File: src/rtl/bp_pkg.sv
// Shared types and helpers for the branch-history speculation tracker.
// Holds the default K/M widths, the in-flight entry layout and the GHR shift helper.
// Contains no logic of its own. It is imported by the tracker and its FIFO.
package bp_pkg;

    localparam int BP_K      = 4;   // default PC-derived index width
    localparam int BP_M      = 4;   // default history length
    localparam int BP_HIST_W = 32;  // widest history the shift helper handles

    // One in-flight branch at the default widths: index, history at predict time, predicted bit.
    typedef struct packed {
        logic [BP_K-1:0] index;
        logic [BP_M-1:0] bhr;
        logic            pred;
    } inflight_entry_t;

    // Shift a history left by one and insert the newest outcome at bit 0.
    // Callers zero-extend their M-bit history and keep the low M bits of the result.
    function automatic logic [BP_HIST_W-1:0] ghr_shift(input logic [BP_HIST_W-1:0] hist,
                                                       input logic                 b);
        return (hist << 1) | BP_HIST_W'(b);
    endfunction

endpackage

File: src/rtl/bp_inflight_fifo.sv
// In-order queue of predicted, unresolved branches; DEPTH entries of WIDTH bits.
// Latency: a push is visible at head_dat_o the cycle after it lands, and a pop frees its slot one cycle later.
// Backpressure: push is ignored when full and pop is ignored when empty. flush_i empties the queue and beats a same-cycle push or pop.
// Ports: clk, reset (async, active-high), push_i/push_dat_i, pop_i, flush_i, head_dat_o, count_o, full_o, empty_o.
module bp_inflight_fifo #(
    parameter int DEPTH = 8,
    parameter int WIDTH = 9
) (
    input  logic                     clk,
    input  logic                     reset,
    input  logic                     push_i,
    input  logic [WIDTH-1:0]         push_dat_i,
    input  logic                     pop_i,
    input  logic                     flush_i,
    output logic [WIDTH-1:0]         head_dat_o,
    output logic [$clog2(DEPTH):0]   count_o,
    output logic                     full_o,
    output logic                     empty_o
);
    localparam int PW = $clog2(DEPTH);
    localparam int CW = PW + 1;

    logic [WIDTH-1:0] mem_q [DEPTH];
    logic [PW-1:0]    wr_ptr_q, rd_ptr_q;
    logic [CW-1:0]    count_q;
    logic             do_push, do_pop;

    assign full_o     = (count_q == CW'(DEPTH));
    assign empty_o    = (count_q == '0);
    assign count_o    = count_q;
    assign head_dat_o = mem_q[rd_ptr_q];
    assign do_push    = push_i && !full_o;
    assign do_pop     = pop_i && !empty_o;

    // The pointers wrap naturally because DEPTH is a power of two. The separate count tells full from empty.
    always_ff @(posedge clk or posedge reset) begin
        if (reset) begin
            wr_ptr_q <= '0;
            rd_ptr_q <= '0;
            count_q  <= '0;
        end else if (flush_i) begin
            wr_ptr_q <= '0;
            rd_ptr_q <= '0;
            count_q  <= '0;
        end else begin
            if (do_push) wr_ptr_q <= wr_ptr_q + PW'(1);
            if (do_pop)  rd_ptr_q <= rd_ptr_q + PW'(1);
            case ({do_push, do_pop})
                2'b10:   count_q <= count_q + CW'(1);
                2'b01:   count_q <= count_q - CW'(1);
                default: count_q <= count_q;
            endcase
        end
    end

    // Storage needs no reset. An entry is only ever read after it has been written.
    always_ff @(posedge clk) begin
        if (do_push && !flush_i) mem_q[wr_ptr_q] <= push_dat_i;
    end

endmodule

File: src/rtl/bhr_spec_tracker.sv
// Speculative global-history owner for the MxN pattern-history predictor. It queues predicted branches and emits PHT training and mispredict on resolve.
// Latency: bhr_out updates the cycle after a prediction. upd_* and mispredict appear one cycle after res_valid.
// Backpressure: pred_ready drops when DEPTH branches are in flight, and a same-cycle pop does not reopen it. A mispredict flushes the queue and drops a same-cycle prediction.
// Ports: clk, reset (async, active-high), pred_* in, bhr_out, res_* in, upd_*, mispredict, inflight_cnt.
// Optional: BHR_TRACKER_STATS_EN adds saturating 16-bit resolved_cnt / mispred_cnt outputs.
module bhr_spec_tracker
    import bp_pkg::*;
#(
    parameter int K     = BP_K,
    parameter int M     = BP_M,
    parameter int DEPTH = 8
) (
    input  logic                       clk,
    input  logic                       reset,
    input  logic                       pred_valid,
    output logic                       pred_ready,
    input  logic [K-1:0]               pred_index,
    input  logic                       pred_taken,
    output logic [M-1:0]               bhr_out,
    input  logic                       res_valid,
    input  logic                       res_taken,
    output logic                       upd_valid,
    output logic [K-1:0]               upd_index,
    output logic [M-1:0]               upd_bhr,
    output logic                       upd_outcome,
    output logic                       mispredict,
    output logic [$clog2(DEPTH):0]     inflight_cnt
`ifdef BHR_TRACKER_STATS_EN
    ,
    output logic [15:0]                resolved_cnt,
    output logic [15:0]                mispred_cnt
`endif
);
    // Entry packing is {index, bhr, pred} and matches inflight_entry_t at default widths.
    localparam int EW = K + M + 1;

    logic [M-1:0]  ghr_q, ghr_d;
    logic [EW-1:0] head_dat;
    logic [K-1:0]  head_index;
    logic [M-1:0]  head_bhr;
    logic          head_pred;
    logic          fifo_full, fifo_empty;
    logic          do_res, do_mis, do_push;

    logic          upd_valid_q, upd_outcome_q, mispredict_q;
    logic [K-1:0]  upd_index_q;
    logic [M-1:0]  upd_bhr_q;

    assign head_index = head_dat[EW-1 -: K];
    assign head_bhr   = head_dat[M:1];
    assign head_pred  = head_dat[0];

    assign pred_ready = !fifo_full;
    assign do_res     = res_valid && !fifo_empty;
    assign do_mis     = do_res && (res_taken != head_pred);
    // A mispredict squashes everything younger, including a branch predicted in the same cycle.
    assign do_push    = pred_valid && pred_ready && !do_mis;

    bp_inflight_fifo #(
        .DEPTH (DEPTH),
        .WIDTH (EW)
    ) u_fifo (
        .clk        (clk),
        .reset      (reset),
        .push_i     (do_push),
        .push_dat_i ({pred_index, ghr_q, pred_taken}),
        .pop_i      (do_res),
        .flush_i    (do_mis),
        .head_dat_o (head_dat),
        .count_o    (inflight_cnt),
        .full_o     (fifo_full),
        .empty_o    (fifo_empty)
    );

    // On a mispredict the history is rebuilt from the snapshot taken when the branch was predicted, plus the real outcome.
    always_comb begin
        ghr_d = ghr_q;
        if (do_mis)
            ghr_d = M'(ghr_shift(BP_HIST_W'(head_bhr), res_taken));
        else if (do_push)
            ghr_d = M'(ghr_shift(BP_HIST_W'(ghr_q), pred_taken));
    end

    always_ff @(posedge clk or posedge reset) begin
        if (reset) begin
            ghr_q         <= '0;
            upd_valid_q   <= 1'b0;
            mispredict_q  <= 1'b0;
            upd_index_q   <= '0;
            upd_bhr_q     <= '0;
            upd_outcome_q <= 1'b0;
        end else begin
            ghr_q        <= ghr_d;
            upd_valid_q  <= do_res;
            mispredict_q <= do_mis;
            // The data fields keep their last values between updates.
            if (do_res) begin
                upd_index_q   <= head_index;
                upd_bhr_q     <= head_bhr;
                upd_outcome_q <= res_taken;
            end
        end
    end

    assign bhr_out     = ghr_q;
    assign upd_valid   = upd_valid_q;
    assign mispredict  = mispredict_q;
    assign upd_index   = upd_index_q;
    assign upd_bhr     = upd_bhr_q;
    assign upd_outcome = upd_outcome_q;

`ifdef BHR_TRACKER_STATS_EN
    logic [15:0] resolved_cnt_q, mispred_cnt_q;

    // The counters follow the registered pulses, so they move one cycle after the update is visible.
    always_ff @(posedge clk or posedge reset) begin
        if (reset) begin
            resolved_cnt_q <= '0;
            mispred_cnt_q  <= '0;
        end else begin
            if (upd_valid_q && (resolved_cnt_q != 16'hFFFF))
                resolved_cnt_q <= resolved_cnt_q + 16'd1;
            if (mispredict_q && (mispred_cnt_q != 16'hFFFF))
                mispred_cnt_q <= mispred_cnt_q + 16'd1;
        end
    end

    assign resolved_cnt = resolved_cnt_q;
    assign mispred_cnt  = mispred_cnt_q;
`endif

endmodule
File: config.mk
export PLATFORM = sky130hd
export DESIGN_NAME = bhr_spec_tracker
export DESIGN_NICKNAME = d
export VERILOG_FILES = /design/src/rtl/bp_pkg.sv /design/src/rtl/bp_inflight_fifo.sv /design/src/rtl/bhr_spec_tracker.sv
export SDC_FILE = /design/constraint.sdc
export NUM_CORES = 1
export LEC_CHECK = 0
export BUFFER_PORTS_ARGS = -buffer_cell sky130_fd_sc_hd__buf_2
export CAP_MARGIN = 20
export CORE_MARGIN = 2
export CORE_UTILIZATION = 35
export DETAILED_ROUTE_END_ITERATION = 8
export GPL_TIMING_DRIVEN = 0
export PLACE_DENSITY_LB_ADDON = 0.15
export SYNTH_ARGS = -nofsm -noshare
export SYNTH_HDL_FRONTEND = slang
export SYNTH_SLANG_ARGS = --single-unit
export TNS_END_PERCENT = 1
File: constraint.sdc
create_clock -name clk -period 4 [get_ports clk]
set_clock_uncertainty 0.1 [all_clocks]
set_input_delay 0 -clock clk [delete_from_list [all_inputs] [get_ports clk]]
set_output_delay 0 -clock clk [all_outputs]
set_load 0.01 [all_outputs]
---- Word-level counts from Yosys, hierarchy flattened ----
Memory sizes are Yosys's and may differ from the RTL's.
Index checks and enable logic that the tools add are counted.
word-level totals
  memories ................................ 1
  ROM bits ................................ 0
  latch bits .............................. 0
  output and inout bits ................... 20
  register bits ........................... 25
  bits in writable memories ............... 72
  input port bits ......................... 10
  logic and storage cells ................. 45
operators by class
  divide/modulo/power cells ............... 0
  magnitude comparators ................... 0
  bitwise logic cells ..................... 2
  shift operators ......................... 0
  muxes and demuxes ....................... 10
  equality and inequality tests ........... 4
  add/sub/neg operators ................... 4
  multipliers ............................. 0
  reductions and logical operators ........ 15
memories
  name          words  width  read ports  clocked after memory_dff  wr ports  RTL line                text
  u_fifo.mem_q  8      9      1           0                         1         bp_inflight_fifo.sv:23  logic [WIDTH-1:0] mem_q [DEPTH];
operator list
  cell                 count
  $mux 3               4
  $mux 4               3
  $or 4x1->4           2
  $pmux 4 s2           1
  $logic_and 1x1->1    7
  $add 3x1->3 const B  2
  $reduce_bool 2->1    3
  $add 4x1->4 const B  1
  $eq 4x4->1 const B   1
  $logic_not 4->1      1
  $sub 4x1->4 const B  1
  $logic_not 1->1      3
  $reduce_bool 3->1    1
  $eq 2x1->1 const B   1
  $eq 2x2->1 const B   1
  $mux 1               2
  $ne 1x1->1           1

---- Depth between registers and ports, before layout ----
Gate-level depths: netlist of the first run.
  depth in word-level cells ............... 10
  depth in mapped cells ................... 12
  depth with buffers taken out ............ 10

---- Modules after synthesis ----
A second synthesis of the first run with hierarchy kept.
unflattened totals
  cell total of the unflattened synthesis .. 248
  area total of the unflattened synthesis .. 4,075.2 µm²
modules (own cells, without submodules)
  module            cells each  seq. area each (µm²)  times used  area an instance (µm²)
  bp_inflight_fifo  181         2,412.3               1           3,412.0
  bhr_spec_tracker  67          375.4                 1           663.1

---- Worst setup path after synthesis of the first run ----
No wires, ideal clock.
  path kind ............................... reg-to-reg
  start ................................... register u_fifo.rd_ptr_q[0]
  end ..................................... memory u_fifo.mem_q[4][0], enable pin
  path slack .............................. 0.879 ns
  required time ........................... 3.501 ns
  setup time .............................. 0.399 ns
  data arrival time ....................... 2.622 ns
  stages on the path, launching flop included .. 8
  buffers on the path ..................... 2
  clock period less this slack ............ 3.121 ns
  cell sequence ........................... dfrtp_1 buf_6 buf_12 mux2i_1 mux4_2 xnor2_4 nor2_4 nor4_1
between the ends
  cells in the longest elaborated chain, start to end .. 9
RTL lines
  element                           RTL line                                        text
  start, declared                   bp_inflight_fifo.sv:24                          logic [PW-1:0] wr_ptr_q, rd_ptr_q;
  start signal, assigned            bp_inflight_fifo.sv:47                          if (do_pop) rd_ptr_q <= rd_ptr_q + PW'(1);
  $mem_v2 8x9 (*)                   n/a
  $ne 1x1->1 (*)                    bhr_spec_tracker.sv:55                          assign do_mis = do_res && (res_taken != head_pred);
  $logic_and 1x1->1 (*)             bhr_spec_tracker.sv:55
  $logic_not 1->1 (*)               bp_inflight_fifo.sv:58, bhr_spec_tracker.sv:57
  $logic_and 1x1->1                 bhr_spec_tracker.sv:57                          assign do_push = pred_valid && pred_ready && !do_mis;
  $logic_and 1x1->1                 bp_inflight_fifo.sv:32                          assign do_push = push_i && !full_o;
  $logic_and 1x1->1 (*)             bp_inflight_fifo.sv:58                          if (do_push && !flush_i) mem_q[wr_ptr_q] <= push_dat_i;
  $mux 1 (*)                        bp_inflight_fifo.sv:58
  $mux 1 (not written as such) (*)  bp_inflight_fifo.sv:58
  end, declared                     bp_inflight_fifo.sv:23
Every way passes the cells marked *; elsewhere a longest branch is shown, timed or not.

---- Final worst setup path of the first run ----
  start ................................... register u_fifo.rd_ptr_q[0]
  end ..................................... memory u_fifo.mem_q[0][1], enable pin
between the ends
  cells in the longest elaborated chain, start to end .. 9
RTL lines
  element                           RTL line                                        text
  $mem_v2 8x9 (*)                   n/a
  $ne 1x1->1 (*)                    bhr_spec_tracker.sv:55
  $logic_and 1x1->1 (*)             bhr_spec_tracker.sv:55
  net do_mis                        bhr_spec_tracker.sv:43                          logic do_res, do_mis, do_push;
  $logic_not 1->1 (*)               bp_inflight_fifo.sv:58, bhr_spec_tracker.sv:57
  $logic_and 1x1->1                 bhr_spec_tracker.sv:57
  $logic_and 1x1->1                 bp_inflight_fifo.sv:32
  $logic_and 1x1->1 (*)             bp_inflight_fifo.sv:58
  $mux 1 (*)                        bp_inflight_fifo.sv:58
  $mux 1 (not written as such) (*)  bp_inflight_fifo.sv:58
The timed path passes the listed nets; every way through them passes the cells marked *.

==> Implementation_results.wiki, run 1 <==
{| class="wikitable"
! Metric !! Value
|-
| Outcome || completed
|-
| Vias per Instance || 5.10
|-
| Number of synthesized register bits || 97
|-
| Gate count of the mapped netlist || 251
|-
| Max cap viols || 0
|-
| Fill count || 1065
|-
| Register area || 2790 µm²
|-
| Most used flip-flop cell after synthesis || sky130_fd_sc_hd__edfxtp_1
|-
| Average instance area after synthesis || 16.3 µm²
|-
| Count of input and output buffers || 28
|-
| Drt first-iter violations || 157
|-
| Final net count || 318
|-
| Fraction of layout cells with a size suffix above 1 || 0.236
|-
| Top-level I/O count || 30
|-
| Actual transition at the worst max-transition pin || 1.00 ns
|-
| DIE HEIGHT || 112 µm
|-
| Footprint of the multi-input gates || 1220 µm²
|-
| Setup CP Type || flop to flop
|-
| CTS tree || yes
|-
| Arrival time at the worst endpoint || 3.07 ns
|-
| Total global routing overflow || 0
|-
| Cell area after layout || 4900 µm²
|-
| Most common cell in the netlist || sky130_fd_sc_hd__edfxtp_1
|-
| Number of distinct library cells after synthesis || 41
|-
| Largest stage delay, worst path || 0.77 ns
|-
| Deepest level of the CTS H-tree || 3
|-
| Die width || 112 µm
|-
| Cell types occupying the most area after synthesis || sky130_fd_sc_hd__edfxtp_1 (53%), sky130_fd_sc_hd__dfrtp_1 (15%), sky130_fd_sc_hd__mux4_2 (5.5%)
|-
| Final critical path time including I/O delays and setup || 3.22 ns
|-
| Post-synthesis instance area || 4100 µm²
|-
| Number of sinks driven by the clock tree || 97
|-
| CP required || 3.85 ns
|-
| Ranking of synthesized cells by instance count || sky130_fd_sc_hd__edfxtp_1 (72), sky130_fd_sc_hd__nand2_1 (27), sky130_fd_sc_hd__dfrtp_1 (25)
|-
| Wire length of the first global-routing pass || 13500 µm
|-
| Count of antenna-violating nets left after detailed routing || 0
|-
| Worst Setup End Kind || flop
|-
| Critical path fanouts, max || 10
|-
| Sequential share of the synthesized area || 0.680
|-
| Final Core Density || 0.429
|-
| Post-layout power || 3490 µW
|-
| Most area-hungry cell type in the Yosys netlist || sky130_fd_sc_hd__edfxtp_1
|-
| Fin Hold WS || 0.0272 ns
|-
| Final-report setup violation count || 0
|-
| Total Routed Length || 8660 µm
|-
| Die ar. || 12600 µm²
|-
| TritonCTS Buffers || 9
|-
| Cell repeated most along the worst path || sky130_fd_sc_hd__buf_6
|-
| HPWL after detailed placement || 5770 µm
|-
| Async set-reset flop share out of synthesis || 0.258
|-
| RePlAce Congestion || 0.730
|-
| Number of enable flip-flop cells after synthesis || 72
|-
| PD cells || 713 nW/µm²
|-
| Clk Latency, worst-skew pair || 0.34 ns
|-
| Synthesized netlist net count || 265
|-
| Maximum clock insertion buffer count || 2
|-
| Worst setup SP type || flop
|-
| Peak VDD IR || 0.000251 V
|-
| Drt first pass iters || 4
|-
| Starting density of the core || 0.359
|-
| Maximum number of pins on one net before global-route repair || 26
|-
| Unrepaired setup endpoints after global routing || no
|-
| Static power due to leakage || 0.00182 µW
|-
| Area growth from synthesis to final layout || 19.5%
|-
| Vias in the first global route || 2278
|-
| Yosys top cell area share || 0.527
|-
| Critical-path cell list || buf_6, buf_12, mux2i_1, mux4_2, xnor2_4, nor2_4, buf_6, nor2_1
|-
| Number of antenna violations at the first check in global routing || 0
|-
| Number of warnings reported in the yosys synthesis log || 0
|-
| Clock transition at the registers of the reported paths || 0.07 ns
|-
| Drt wl/cell || 19.2 µm
|-
| Cell with the largest stage delay on the worst path || sky130_fd_sc_hd__nor2_1
|-
| Slew margin rel. || 0.331
|-
| Placement-stage cell area || 4490 µm²
|-
| Buffer type at the clock tree root || sky130_fd_sc_hd__clkbuf_16
|-
| DRC violation count after routing || 0
|-
| Count of final max-slew check failures || 0
|-
| Antenna diode count || 0
|-
| Final hold violation count || 0
|-
| Core Region || 11400 µm²
|-
| Cell type group with the largest total delay on the critical path || simple AND/OR/NAND/NOR gates
|-
| Combined buffer and inverter count along the critical path || 3
|-
| Routed vias || 2307
|-
| Hold Path Class || input port to flop
|-
| Combined global-route utilization of all metal layers || 0.145
|-
| Number of gates resized after cts || 0
|-
| Fin crit share || 0.805
|-
| Highest Clock Rate || 311 MHz
|-
| Number of core rows || 39
|}
[kinds of logic (layout without fill, tap and decap cells)]
| family | after synthesis | after routing | synth area share |
|---|---|---|---|
| flops | 97 | 97 | 0.680 |
| simple gates | 59 | 59 | 0.0726 |
| mux | 33 | 33 | 0.139 |
| compound gates | 30 | 30 | 0.0476 |
| buf+inv | 20 | 78 | 0.0272 |
| xor+xnor | 7 | 7 | 0.0195 |
| fa+ha+maj | 5 | 5 | 0.0146 |
[what timing repair did]
action                                 in CTS  in global routing
endpoints found under the hold margin      69                  0
setup buffers                               0                  0
hold buffers                                8                  0
[path summary, 6_finish.rpt]
path                                    startpoint                  to  slack (ns)  cells after the start
worst max register to register  u_fifo.rd_ptr_q[0]  u_fifo.mem_q[0][1]        0.78                      8
worst min-delay path                     res_valid   u_fifo.count_o[1]        0.03                      3
min in group asynchronous                    reset  u_fifo.rd_ptr_q[1]        0.11                      3
worst max-delay path            u_fifo.rd_ptr_q[0]  u_fifo.mem_q[0][1]        0.78                      8
worst min register to register          upd_bhr[2]          upd_bhr[2]        0.38                      2
max in group asynchronous                    reset          bhr_out[2]        3.24                      4
[tightest hold or removal path, cell delays in order]
cell and delay, ns:
sky130_fd_sc_hd__clkbuf_1 0.20, sky130_fd_sc_hd__nand4_1 0.15, sky130_fd_sc_hd__nand3_1 0.07
[layout make-up]
type                       count  share of cell area
timing repair buffer          42              0.0613
inverter                       6             0.00460
tap                          143              0.0365
clock buffer                  11              0.0495
multi-input combinational    134               0.249
sequential                    97               0.569
buffer                        14              0.0181
clock inverter                 5              0.0123
[routing by layer]
metal / global-route usage / vias up / routed length [µm]
li1: - / 1080 / -
met5: 0 / - / 0
met2: 0.223 / 41 / 3980
met4: 0.0675 / 0 / 186
met3: 0.0275 / 11 / 303
met1: 0.202 / 1175 / 4190
[cells in the final DEF, fill, tap and decap left out, drive strengths merged, types with 4 or more instances in the layout]
master,n
edfxtp,72
nand3,4
a21oi,4
mux2i,16
ha,4
nand2,27
dlygate4sd3,8
inv,8
o21ai,11
buf,41
a31oi,6
clkbuf,18
nor2,10
xnor2,5
dfrtp,25
mux4,17
[sequential cells by signal, indices dropped and copies added, names as in the netlist]
signal	count
upd_bhr	4
mispredict	1
u_fifo.wr_ptr_q	3
u_fifo.count_o	4
u_fifo.mem_q	72
upd_index	4
u_fifo.rd_ptr_q	3
upd_valid	1
bhr_out	4
upd_outcome	1
[metrics by stage]
step | setup TNS (ns) | setup slack, ns | cells
finish | 0 | 0.780 | 452
CTS | 0 | 0.690 | 451
floorplan | 0 | 0.879 | 251
global placement | -8.11 | -0.457 | 422
global route | 0 | 0.582 | 452
detailed placement | 0 | 0.710 | 427
[report_power, final]
group          leakage [µW]  switching [µW]  internal [µW]
logic              0.000709             608            485
registers          0.000961             174           1350
clock network      0.000148             370            506
total               0.00182            1150           2340
Power figures use the tool's default switching activity.
==> run 2, diff against run 1 <==
--- a/config.mk
+++ b/config.mk
@@ -5,6 +5,7 @@
 export SDC_FILE = /design/constraint.sdc
 export NUM_CORES = 1
 export LEC_CHECK = 0
+export ABC_AREA = 1
 export BUFFER_PORTS_ARGS = -buffer_cell sky130_fd_sc_hd__buf_2
 export CAP_MARGIN = 20
 export CORE_MARGIN = 2
==> constraint.sdc (replaced) <==
create_clock -name clk -period 2.8 [get_ports clk]
set_clock_uncertainty 0.1 [all_clocks]
set_input_delay 0 -clock clk [delete_from_list [all_inputs] [get_ports clk]]
set_output_delay 0 -clock clk [all_outputs]
set_load 0.01 [all_outputs]
==> run 2 against run 1 <==
  * Fmax increased by 24%
  * Global-route usage increased by 1.5 points
  * First-iteration DRC count shrank 1.9%
  * Critical path type unchanged
  * Largest power group unchanged
  * Highest routed layer unchanged
==> Implementation_results.wiki, run 2 <==
{| class="wikitable"
! Metric !! Value
|-
| Ranking of synthesized cells by instance count || sky130_fd_sc_hd__edfxtp_1 (72), sky130_fd_sc_hd__nand2_1 (64), sky130_fd_sc_hd__nor2_1 (51)
|-
| Antenna diode count || 0 (unchanged)
|-
| Drt wl/cell || 16.8 µm (-12%)
|-
| Number of distinct library cells after synthesis || 27 (-34%)
|-
| Static power due to leakage || 0.00201 µW (+10%)
|-
| DRC violation count after routing || 0 (unchanged)
|-
| Maximum clock insertion buffer count || 2 (unchanged)
|-
| Clock transition at the registers of the reported paths || 0.07 ns (about the same)
|-
| Sequential share of the synthesized area || 0.688 (+0.00818)
|-
| Final Core Density || 0.438 (+0.00844)
|-
| Max cap viols || 0 (unchanged)
|-
| TritonCTS Buffers || 9 (unchanged)
|-
| CTS tree || yes
|-
| Worst Setup End Kind || flop
|-
| Area growth from synthesis to final layout || 22.8%
|-
| Average instance area after synthesis || 11.2 µm² (-31%)
|-
| Final net count || 437 (+37%)
|-
| Peak VDD IR || 0.000432 V (+72%)
|-
| CP required || 2.76 ns (-1.09 ns)
|-
| Most frequent cells in the layout || sky130_fd_sc_hd__edfxtp_1 (72), sky130_fd_sc_hd__nand2_1 (62), sky130_fd_sc_hd__nor2_1 (43)
|-
| PD cells || 1020 nW/µm² (+44%)
|-
| Count of antenna-violating nets left after detailed routing || 0 (unchanged)
|-
| Post-layout power || 5100 µW (+46%)
|-
| Maximum number of pins on one net before global-route repair || 26 (unchanged)
|-
| Most common cell after layout, fill and taps aside || sky130_fd_sc_hd__edfxtp_1
|-
| Routed vias || 2778 (+20%)
|-
| Post-synthesis instance area || 4050 µm² (-1.2%)
|-
| Count of input and output buffers || 29 (+3.6%)
|-
| Final-report setup violation count || 0 (unchanged)
|-
| Final critical path time including I/O delays and setup || 2.60 ns (-0.617 ns)
|-
| Clk Latency, worst-skew pair || 0.35 ns (about the same)
|-
| Die width || 112 µm (-0.57%)
|-
| Number of antenna violations at the first check in global routing || 0 (unchanged)
|-
| Largest register by flop count || u_fifo.mem_q
|-
| Total Routed Length || 9600 µm (+11%)
|-
| Outcome || completed
|-
| Hold Path Class || input port to flop
|-
| HPWL after detailed placement || 6150 µm (+6.6%)
|-
| Actual transition at the worst max-transition pin || 0.604 ns (-0.396 ns)
|-
| DIE HEIGHT || 112 µm (-0.57%)
|-
| Number of synthesized register bits || 97 (unchanged)
|-
| Slew margin rel. || 0.598 (+0.267)
|-
| Async set-reset flop share out of synthesis || 0.258 (unchanged)
|-
| Worst path setup slack after routing || 0.197 ns (-0.583 ns)
|-
| Cell area after layout || 4980 µm² (+1.5%)
|-
| Vias per Instance || 4.87 (-4.7%)
|-
| Starting density of the core || 0.356 (-0.00275)
|-
| Drt first-iter violations || 154 (-1.9%)
|-
| Fraction of layout cells with a size suffix above 1 || 0.201 (-0.0353)
|-
| Gate count of the mapped netlist || 362 (+44%)
|-
| Worst setup SP type || flop
|-
| Register-to-register setup slack || 0.20 ns (-0.58 ns)
|-
| Yosys top cell area share || 0.533 (+0.00635)
|-
| Synthesized netlist net count || 376 (+42%)
|-
| Most area-hungry cell type in the Yosys netlist || sky130_fd_sc_hd__edfxtp_1
|-
| Vias in the first global route || 2697 (+18%)
|-
| Setup CP Type || flop to flop
|-
| Max FFs per register || 72 (unchanged)
|-
| Drt first pass iters || 4 (unchanged)
|-
| Number of enable flip-flop cells after synthesis || 72 (unchanged)
|-
| Number of warnings reported in the yosys synthesis log || 0 (unchanged)
|-
| Core Region || 11400 µm² (-0.43%)
|-
| Number of core rows || 39 (unchanged)
|-
| Placement-stage cell area || 4410 µm² (-1.8%)
|-
| Total global routing overflow || 0 (unchanged)
|-
| Arrival time at the worst endpoint || 2.57 ns (-0.50 ns)
|-
| Final hold violation count || 0 (unchanged)
|-
| Deepest level of the CTS H-tree || 3 (unchanged)
|-
| Count of final max-slew check failures || 0 (unchanged)
|-
| Worst slack, placed || -0.392 ns (-1.10 ns)
|-
| Combined global-route utilization of all metal layers || 0.160 (+0.0151)
|-
| Buffer type at the clock tree root || sky130_fd_sc_hd__clkbuf_16
|-
| Number of sinks driven by the clock tree || 97 (unchanged)
|-
| RePlAce Congestion || 0.743 (+1.8%)
|-
| Top-level I/O count || 30 (unchanged)
|-
| Fin Hold WS || 0.0144 ns (-0.0127 ns)
|-
| Cell types occupying the most area after synthesis || sky130_fd_sc_hd__edfxtp_1 (53%), sky130_fd_sc_hd__dfrtp_1 (15%), sky130_fd_sc_hd__nand2_1 (5.9%)
|-
| Fin crit share || 0.930 (+0.125)
|-
| Critical path fanouts, max || 10 (unchanged)
|-
| Most used flip-flop cell after synthesis || sky130_fd_sc_hd__edfxtp_1
|-
| Most common cell in the netlist || sky130_fd_sc_hd__edfxtp_1
|-
| Highest Clock Rate || 384 MHz (+24%)
|-
| Wire length of the first global-routing pass || 14900 µm (+10%)
|-
| Die ar. || 12500 µm² (-1.1%)
|}
run 2: cell types whose count changed after synthesis, moves of 5 or more:
cell	previous run	this run
sky130_fd_sc_hd__o221ai_1	0	7
sky130_fd_sc_hd__o22ai_1	2	9
sky130_fd_sc_hd__nand2_2	0	5
sky130_fd_sc_hd__nor2_1	9	51
sky130_fd_sc_hd__nand3_1	4	16
sky130_fd_sc_hd__mux4_1	7	0
sky130_fd_sc_hd__o21ai_0	11	37
sky130_fd_sc_hd__mux4_2	10	0
sky130_fd_sc_hd__inv_1	6	31
sky130_fd_sc_hd__nand2_1	27	64
sky130_fd_sc_hd__mux2i_1	16	0
run 2: final timing paths:
path | from | endpoint | cells past startpoint
max in group asynchronous | reset | bhr_out[0] | 4
hold / removal | pred_valid | u_fifo.wr_ptr_q[1] | 4
min in group asynchronous | reset | upd_index[0] | 3
setup / recovery | u_fifo.rd_ptr_q[1] | u_fifo.mem_q[6][1] | 13
setup reg to reg | u_fifo.rd_ptr_q[1] | u_fifo.mem_q[6][1] | 13
hold reg to reg | upd_bhr[3] | upd_bhr[3] | 2
run 2: critical path: stages, from the launching register on:
cell,delay (ns)
sky130_fd_sc_hd__dfrtp_1,0.38
sky130_fd_sc_hd__buf_2,0.21
sky130_fd_sc_hd__inv_2,0.19
sky130_fd_sc_hd__nand3_1,0.11
sky130_fd_sc_hd__nand3_2,0.11
sky130_fd_sc_hd__nand2_2,0.07
sky130_fd_sc_hd__nand2_1,0.08
sky130_fd_sc_hd__nand2_1,0.07
sky130_fd_sc_hd__nand2_1,0.19
sky130_fd_sc_hd__nand2_1,0.15
sky130_fd_sc_hd__inv_2,0.13
sky130_fd_sc_hd__nand2_2,0.17
sky130_fd_sc_hd__nor2_4,0.19
sky130_fd_sc_hd__buf_4,0.17
run 2: logic make-up after synthesis:
kind of cell / share of synthesized area
buffers and inverters: 0.0503
AND/OR/NAND/NOR: 0.145
flip-flops: 0.688
AO/OA/AOI/OAI: 0.100
XOR/XNOR: 0.00432
adder cells (fa/ha/maj): 0.0123
run 2: final cells by class:
type	count	area [µm²]
fillers	1073	6390
flip-flops and latches	97	2790
multi-input cells	214	1130
repair buffers	50	389
clock buffers	9	225
well taps	143	179
inverters	36	135
plain buffers	15	68.8
clock inverters	7	65.1
run 2: what timing repair did:
item / CTS / global route
setup buffers: 0 / 10
endpoints found under the hold margin: 67 / 0
setup endpoints to repair: 69 / 72
pin swaps: 0 / 8
hold buffers: 7 / 0
resized for setup: 8 / 10
run 2: where the power goes:
group / total [µW] / internal (µW) / switching [µW]
Clock: 1180 / 619 / 566
Sequential: 2120 / 1920 / 197
Combinational: 1790 / 619 / 1170
Total: 5100 / 3160 / 1940
run 2: layer usage:
metal | wire length (µm) | GRT usage | share of wire | up-vias
met2 | 4770 | 0.270 | 0.50 | 52
met5 | 0 | 0 | 0 | -
li1 | - | - | - | 1364
met4 | 136 | 0.0444 | 0.014 | 0
met1 | 4360 | 0.213 | 0.45 | 1351
met3 | 333 | 0.0332 | 0.035 | 11
run 2: metrics by stage:
step,setup TNS [ns],cells
global placement,-25.12,534
CTS,-4.48,560
floorplan,0,362
global route,-0.131,571
finish,0,571
detailed placement,-17.86,537
